===== src/rtl/obc_dft_pkg.sv =====
// Shared constants, FSM state type and the sign-extending slice-sum helper
// for the OBC distributed-arithmetic DFT datapath.
package obc_dft_pkg;

  localparam int N_BITS  = 16;
  localparam int COEF_W  = 32;
  localparam int N_TERMS = 8;
  localparam int GUARD_W = 3;
  localparam int SUM_W   = COEF_W + GUARD_W;
  localparam int RES_W   = SUM_W + N_BITS;
  localparam int IDX_W   = $clog2(N_BITS);

  localparam logic [IDX_W-1:0] LAST_IDX = IDX_W'(N_BITS - 1);

  typedef enum logic [1:0] {
    ST_IDLE  = 2'd0,
    ST_ACCUM = 2'd1,
    ST_DONE  = 2'd2
  } state_t;

  // Adds the N_TERMS two's-complement ROM words after widening each by the guard bits.
  function automatic logic signed [SUM_W-1:0] sext_sum(input logic [N_TERMS*COEF_W-1:0] words);
    logic signed [SUM_W-1:0] total;
    logic        [COEF_W-1:0] word;
    total = '0;
    for (int j = 0; j < N_TERMS; j++) begin
      word  = words[j*COEF_W +: COEF_W];
      total = total + $signed({{GUARD_W{word[COEF_W-1]}}, word});
    end
    return total;
  endfunction

endpackage


===== src/rtl/obc_slice_sum.sv =====
// Combinational sign-extending adder tree over the eight ROM words of one
// bit-slice; kept apart so a pipeline stage can be inserted later.
module obc_slice_sum
  import obc_dft_pkg::*;
(
  input  logic [N_TERMS*COEF_W-1:0] rom_data,
  output logic signed [SUM_W-1:0]   sum
);

  // Slice sum with guard bits; cannot overflow for eight terms.
  always_comb begin
    sum = sext_sum(rom_data);
  end

endmodule


===== src/rtl/obc_da_accumulator.sv =====
// Shift-accumulate back end: walks the input bit-slices MSB first, accumulates
// the per-slice ROM sums, adds the OBC offset and hands out one result.
module obc_da_accumulator
  import obc_dft_pkg::*;
(
  input  logic                      clk,
  input  logic                      rst_n,
  input  logic                      start,
  output logic                      start_ready,
  input  logic [RES_W-1:0]          offset_in,
  output logic                      slice_valid,
  output logic [IDX_W-1:0]          slice_idx,
  input  logic [N_TERMS*COEF_W-1:0] rom_data,
  output logic                      out_valid,
  input  logic                      out_ready,
  output logic [RES_W-1:0]          result
);

  state_t                  state_r;
  state_t                  state_nxt_s;
  logic signed [SUM_W-1:0] slice_sum_s;
  logic signed [RES_W-1:0] sum_ext_s;
  logic signed [RES_W-1:0] acc_nxt_s;
  logic signed [RES_W-1:0] acc_r;
  logic signed [RES_W-1:0] offset_r;
  logic        [RES_W-1:0] result_r;
  logic        [IDX_W-1:0] idx_r;
  logic                    slice_valid_r;
  logic                    out_valid_r;
  logic                    start_ready_s;
  logic                    accept_s;
  logic                    last_slice_s;

  obc_slice_sum u_slice_sum (
    .rom_data (rom_data),
    .sum      (slice_sum_s)
  );

  assign start_ready = start_ready_s;
  assign slice_valid = slice_valid_r;
  assign slice_idx   = idx_r;
  assign out_valid   = out_valid_r;
  assign result      = result_r;

  // Start acceptance: free in IDLE, or in DONE when the result leaves this cycle.
  always_comb begin
    start_ready_s = 1'b0;
    case (state_r)
      ST_IDLE: start_ready_s = 1'b1;
      ST_DONE: start_ready_s = out_ready;
      default: start_ready_s = 1'b0;
    endcase
    accept_s     = start & start_ready_s;
    last_slice_s = (idx_r == IDX_W'(0));
  end

  // Next-state logic.
  always_comb begin
    state_nxt_s = state_r;
    case (state_r)
      ST_IDLE: begin
        if (accept_s) state_nxt_s = ST_ACCUM;
        else          state_nxt_s = ST_IDLE;
      end
      ST_ACCUM: begin
        if (last_slice_s) state_nxt_s = ST_DONE;
        else              state_nxt_s = ST_ACCUM;
      end
      ST_DONE: begin
        if (out_ready) begin
          if (start) state_nxt_s = ST_ACCUM;
          else       state_nxt_s = ST_IDLE;
        end else begin
          state_nxt_s = ST_DONE;
        end
      end
      default: state_nxt_s = ST_IDLE;
    endcase
  end

  // The MSB slice carries negative weight, so it seeds the accumulator negated.
  always_comb begin
    sum_ext_s = $signed({{N_BITS{slice_sum_s[SUM_W-1]}}, slice_sum_s});
    if (idx_r == LAST_IDX) acc_nxt_s = -sum_ext_s;
    else                   acc_nxt_s = (acc_r <<< 1) + sum_ext_s;
  end

  // FSM state register.
  always_ff @(posedge clk or negedge rst_n) begin
    if (!rst_n) state_r <= ST_IDLE;
    else        state_r <= state_nxt_s;
  end

  // Slice counter, accumulator, offset and output registers.
  always_ff @(posedge clk or negedge rst_n) begin
    if (!rst_n) begin
      acc_r         <= '0;
      offset_r      <= '0;
      result_r      <= '0;
      idx_r         <= IDX_W'(0);
      slice_valid_r <= 1'b0;
      out_valid_r   <= 1'b0;
    end else begin
      case (state_r)
        ST_IDLE: begin
          if (accept_s) begin
            offset_r      <= offset_in;
            idx_r         <= LAST_IDX;
            slice_valid_r <= 1'b1;
          end
        end
        ST_ACCUM: begin
          acc_r <= acc_nxt_s;
          if (last_slice_s) begin
            result_r      <= acc_nxt_s + offset_r;
            out_valid_r   <= 1'b1;
            slice_valid_r <= 1'b0;
          end else begin
            idx_r <= idx_r - IDX_W'(1);
          end
        end
        ST_DONE: begin
          if (out_ready) begin
            out_valid_r <= 1'b0;
            if (start) begin
              offset_r      <= offset_in;
              idx_r         <= LAST_IDX;
              slice_valid_r <= 1'b1;
            end
          end
        end
        default: begin
          slice_valid_r <= 1'b0;
          out_valid_r   <= 1'b0;
        end
      endcase
    end
  end

endmodule

===== config.mk =====
export PLATFORM = sky130hd
export DESIGN_NAME = obc_da_accumulator
export DESIGN_NICKNAME = d
export VERILOG_FILES = /design/src/rtl/obc_dft_pkg.sv /design/src/rtl/obc_slice_sum.sv /design/src/rtl/obc_da_accumulator.sv
export SDC_FILE = /design/constraint.sdc
export NUM_CORES = 1
export LEC_CHECK = 0
export ABC_CLOCK_PERIOD_IN_PS = 14400
export BUFFER_PORTS_ARGS = -buffer_cell sky130_fd_sc_hd__buf_2
export CAP_MARGIN = 15
export CORE_MARGIN = 8
export CORE_UTILIZATION = 44
export DETAILED_ROUTE_END_ITERATION = 8
export PLACE_DENSITY = 0.76
export SLEW_MARGIN = 0
export SYNTH_ARGS = -nofsm -noshare
export SYNTH_HDL_FRONTEND = slang
export SYNTH_SLANG_ARGS = --single-unit

===== constraint.sdc =====
create_clock -name clk -period 14.4 [get_ports clk]
set_input_delay 2.88 -clock clk [delete_from_list [all_inputs] [get_ports clk]]
set_output_delay 2.88 -clock clk [all_outputs]
set_load 0.05 [all_outputs]

# Yosys cells after proc, flatten, opt, wreduce, memory -nomap -nowiden
# Index checks and enable logic that the tools add are counted.
op_classes:
  mux: 24
  n_addsub: 11
  bitwise_logic: 2
  reduce_logical: 9
  eq_ne: 8
ops:
  columns: ["operator", "count"]
  rows:
  - ["$mux 51", 4]
  - ["$add 35x32->35", 5]
  - ["$pmux 51 s2", 1]
  - ["$add 51x35->51", 1]
  - ["$add 51x51->51", 1]
  - ["$neg 35->51", 1]
  - ["$add 33x32->34", 1]
  - ["$add 32x32->33", 1]
  - ["$mux 4", 4]
  - ["$pmux 4 s3", 1]
  - ["$ne 2x2->1 const B", 5]
  - ["$mux 1", 8]
  - ["$reduce_and 4->1", 2]
  - ["$pmux 1 s3", 2]
  - ["$pmux 2 s3", 1]
  - ["$reduce_and 5->1", 1]
  - ["$eq 4x4->1 const B", 1]
  - ["$logic_not 4->1", 1]
  - ["$mux 2", 2]
  - ["$sub 4x1->4 const B", 1]
  - ["$reduce_and 3->1", 1]
  - ["$reduce_bool 3->1", 1]
  - ["$eq 2x1->1 const B", 1]
  - ["$eq 2x2->1 const B", 1]
  - ["other kinds (6)", 6]
word_totals:
  input_bits: 311
  output_inout_bits: 58
  wordCells: 61
  ff_bits: 160

# Logic depth before layout (Yosys ltp)
depth:
  word_depth: 10
  depth_mapped: 59
  ltp_nobuf: 57

# Cells and area by module
# A second synthesis with hierarchy kept.
unflattened:
  cells_unflattened: 2265
  hier_area_um2: 19610.1
modules_own_cells:
  columns: ["module", "seq_area_each_um2", "cells_per_inst", "n_inst", "area_each_um2"]
  rows:
  - ["obc_da_accumulator", 4003.8, 1407, 1, 12373.1]
  - ["obc_slice_sum", 0.0, 858, 1, 7236.9]

# Worst setup path before layout
# OpenSTA, ideal clock, no wires.
synth_path:
  path_type: "input to register"
  from: "input rom_data[1]"
  to: "register result_r[50] (netlist: result[50])"
  setup_time_ns: 0.134
  path_buffers: 2
  path_stages: 55
  slack_ns: 0.872
  t_required_ns: 14.266
  arrival_ns: 13.394
  cell_sequence: "inv_1 > fa_1 > inv_1 > ha_1 > inv_1 > fa_1 > inv_1 > a21oi_1 > o21ai_0 > a21oi_1 > o21ai_0 > a21oi_1 > o31ai_1 > a21oi_1 > o2111ai_1 > a221oi_1 > o21ai_0 > xnor2_1 > (+19 left out) > nand3_1 > a31oi_1 > a211oi_1 > nor2_1 > a21oi_1 > xnor2_1 > a21o_1 > ha_1 > clkbuf_1 > a21o_1 > a21o_1 > a21oi_1 > o21ai_0 > a31o_2 > a21oi_1 > xor2_1 > xnor2_1 > o21ai_0"
synth_via:
  elab_chain_len: 10
  elab_cells_between_ends: 11
  cone_classes: "add/sub: 10; mux: 1"
synth_lines:
  columns: ["item", "line_no", "rtl"]
  rows:
  - ["start, declared", "obc_da_accumulator.sv:13", "input logic [N_TERMS*COEF_W-1:0] rom_data,"]
  - ["$add 32x32->33 (*)", "obc_dft_pkg.sv:28", "total = total + $signed({{GUARD_W{word[COEF_W-1]}}, word});"]
  - ["$add 33x32->34 (*)", "obc_dft_pkg.sv:28", null]
  - ["$add 35x32->35 (*) (5 in a row)", "obc_dft_pkg.sv:28", null]
  - ["$add 51x35->51 or $neg 35->51 (tied branches)", "obc_da_accumulator.sv:85, obc_da_accumulator.sv:84", null]
  - ["$mux 51 (*)", "obc_da_accumulator.sv:84", "if (idx_r == LAST_IDX) acc_nxt_s = -sum_ext_s;"]
  - ["via acc_nxt_s[46]", "obc_da_accumulator.sv:23", "logic signed [RES_W-1:0] acc_nxt_s;"]
  - ["$add 51x51->51 (*)", "obc_da_accumulator.sv:115", "result_r <= acc_nxt_s + offset_r;"]
  - ["end signal, assigned", "obc_da_accumulator.sv:115", null]
  - ["end, declared", "obc_da_accumulator.sv:26", "logic [RES_W-1:0] result_r;"]
# Mark *: on every way through the listed nets, which the timed path passes. The rest lies on a longest branch.
# A chain may end at the register's enable or synchronous reset.

# Worst setup path in the final report
# Ends and elaborated chain as after synthesis.

==> impl_metrics.env <==
export IMPL_outcome="finished clean"
export IMPL_crit_required_ps=14690
export IMPL_synthFlopType="dfrtp_1"
export IMPL_die_x_um=229
export IMPL_place_inst=3314
export IMPL_synthesis_nets=3026
export IMPL_synthCells=2379
export IMPL_clk_latency_ps=450
export IMPL_fin_crit_sh_pct=95.6
export IMPL_clkSlewWorstSetupHoldPaths_ps=70
export IMPL_crit_arrival_ps=14060
export IMPL_wirelength_um=58500
export IMPL_crit_path_start_kind="input port"
export IMPL_cts_num_sinks=160
export IMPL_path_class="in -> reg"
export IMPL_met3_usage_pct=2.92
export IMPL_hp_class="reg -> reg"
export IMPL_use_met1_pct=27.1
export IMPL_yosys_register_bits=160
export IMPL_synth_seq_area_share_pct=20.1
export IMPL_num_io_pins=369
export IMPL_crit_slowest_cell="fa_1"
export IMPL_layout_common_cells="buf_2 (367), nand2_1 (365), inv_1 (255)"
export IMPL_min_period_ps=13760
export IMPL_drt_iter0_markers=984
export IMPL_hold_viol=0
export IMPL_io_buffers=368
export IMPL_slew_violations=0
export IMPL_die_area_mm2=0.0523
export IMPL_relSlewSlack_pct=34.2
export IMPL_crit_path_max_incr_delay_ps=540
export IMPL_hold_slack_ps=473
export IMPL_yosys_warnings=0
export IMPL_clockRootBuffer="clkbuf_16"
export IMPL_antenna_found_initial=1
export IMPL_synth_area_mm2=0.0199
export IMPL_grt_pass1_vias=18800
export IMPL_vias=18100
export IMPL_die_y_um=229
export IMPL_grt_pass1_wl_um=94800
export IMPL_core_rowCount=78
export IMPL_synth_edf_count=0
export IMPL_endpoint_kind="register"
export IMPL_initial_core_util_pct=44.2
export IMPL_drive_above_1_share_pct=18.5
export IMPL_ant_nets=0
export IMPL_synthArstFlopShare_pct=100
export IMPL_clockBufferDepth=2
export IMPL_nets=3382
export IMPL_htree_num_levels=4
export IMPL_hold_buffers=0
export IMPL_rsz0062_at_grt="no"
export IMPL_synth_area_per_cell_um2=8.38
export IMPL_grt_util_met2_pct=38.4
export IMPL_area_delta_synth_final_pct=16.5
export IMPL_tritoncts="yes"
export IMPL_cp_max_fo=6
export IMPL_cts_buffers=17
export IMPL_skew_ps=18.6
export IMPL_setup_viol=0
export IMPL_drc_errors=0
export IMPL_drv_cap=0
export IMPL_layout_commonest_cell="buf_2"
export IMPL_viasPerCell=5.39
export IMPL_dp_final_hpwl_um=48800
export IMPL_busiest_layer="met2"
export IMPL_globalRouteTotalUtil_pct=21.7
export IMPL_core_mm2=0.0451
export IMPL_worst_pin_slew_ps=987
export IMPL_grt_overflow_total=0
export IMPL_grt_start_max_net_pins=103
export IMPL_wire_per_inst_um=17.5
export IMPL_path_common_cell="a21oi_1"
export IMPL_dr_pass1_iters=7
export IMPL_place_gp_congestion=0.940
export IMPL_final_cells=3349
export IMPL_timing_fmax_mhz=72.7
export IMPL_ys_types=78
==> logic make-up (layout without fill, tap and decap cells) <==
logic type                 after synthesis  in the layout  share of synthesized area (%)
AOI/OAI and AO/OA                      631            631                           20.0
xor gates and xnor gates               173            173                           7.67
adders and majority gates              336            336                           27.4
buffers and inverters                  327            696                           6.21
DFF                                    160            160                           20.1
muxes                                   40             40                           2.22
other                                    0              1                              0
and+or+nand+nor                        712            712                           16.4
==> per-stage QoR <==
step	util [%]	setup slack (ps)	setup TNS, ps	area, um2
2_1_floorplan	-	872	0	19900
3_3_place_gp	50.0	6.29	0	22500
3_5_place_dp	50.0	-127	-166	22500
4_1_cts	51.3	312	0	23100
5_1_grt	51.5	0.448	0	23200
6_report	51.5	637	0	23200
==> worst max-delay path, delay by kind of cell <==
family | cells | cell delay, ps
XOR/XNOR | 4 | 610
buffers and inverters | 10 | 970
AND/OR/NAND/NOR | 6 | 990
AO/OA/AOI/OAI | 22 | 4750
multiplexers | 1 | 330
adder cells (fa/ha/maj) | 9 | 3500
==> worst paths after layout <==
| path | start | end | slack [ps] | depth (start not counted) |
|---|---|---|---|---|
| max in group asynchronous | rst_n | offset_r[23] | 10400 | 2 |
| min in group asynchronous | rst_n | out_valid | 2500 | 1 |
| worst max-delay path | rom_data[1] | result[50] | 640 | 52 |
| worst min-delay path | slice_valid | slice_valid | 470 | 2 |
| worst min register to register | slice_valid | slice_valid | 470 | 2 |
| worst max register to register | acc_r[0] | result[50] | 7920 | 28 |
==> repair_timing <==
item | in CTS | in global routing
setup endpoints to repair | 0 | 9
setup buffers | 0 | 2
resized for setup | 0 | 14
==> sequential cells by signal (all words and copies together), names as in the netlist <==
register / count
acc_r: 50
offset_r: 51
out_valid: 1
result: 51
slice_idx: 4
slice_valid: 1
state_r: 2
==> synth_stat cells (31+ instances only) <==
library cell | number | area [um2]
xnor2_1 | 92 | 806
ha_1 | 168 | 2100
a21o_1 | 98 | 736
mux2_2 | 33 | 372
xor2_1 | 80 | 701
fa_1 | 168 | 3360
clkbuf_1 | 69 | 259
dfrtp_1 | 160 | 4000
inv_1 | 255 | 957
a21oi_1 | 173 | 866
nor2_1 | 115 | 432
nand2_1 | 366 | 1370
nor3_1 | 31 | 155
nand3_1 | 45 | 225
o21ai_0 | 162 | 811
==> cell type report <==
| class | instances | area, um2 |
|---|---|---|
| clock inverters | 15 | 165 |
| fillers | 4303 | 21900 |
| clock buffers | 17 | 425 |
| diodes | 1 | 2.50 |
| multi-input cells | 1892 | 14800 |
| flip-flops and latches | 160 | 4000 |
| repair buffers | 409 | 2160 |
| inverters | 255 | 957 |
| well taps | 600 | 751 |
==> metal layers <==
metal | part of all wire (%) | routed length, um | vias to the layer above
li1 | - | - | 8834
met1 | 44 | 25500 | 8664
met2 | 50 | 29100 | 485
met3 | 3.9 | 2270 | 67
met4 | 2.8 | 1620 | 0
met5 | 0 | 0 | -
Power is left out: the tool's default activity adds up to more than one toggle a clock period on the data nets, which glitch-free logic cannot reach.
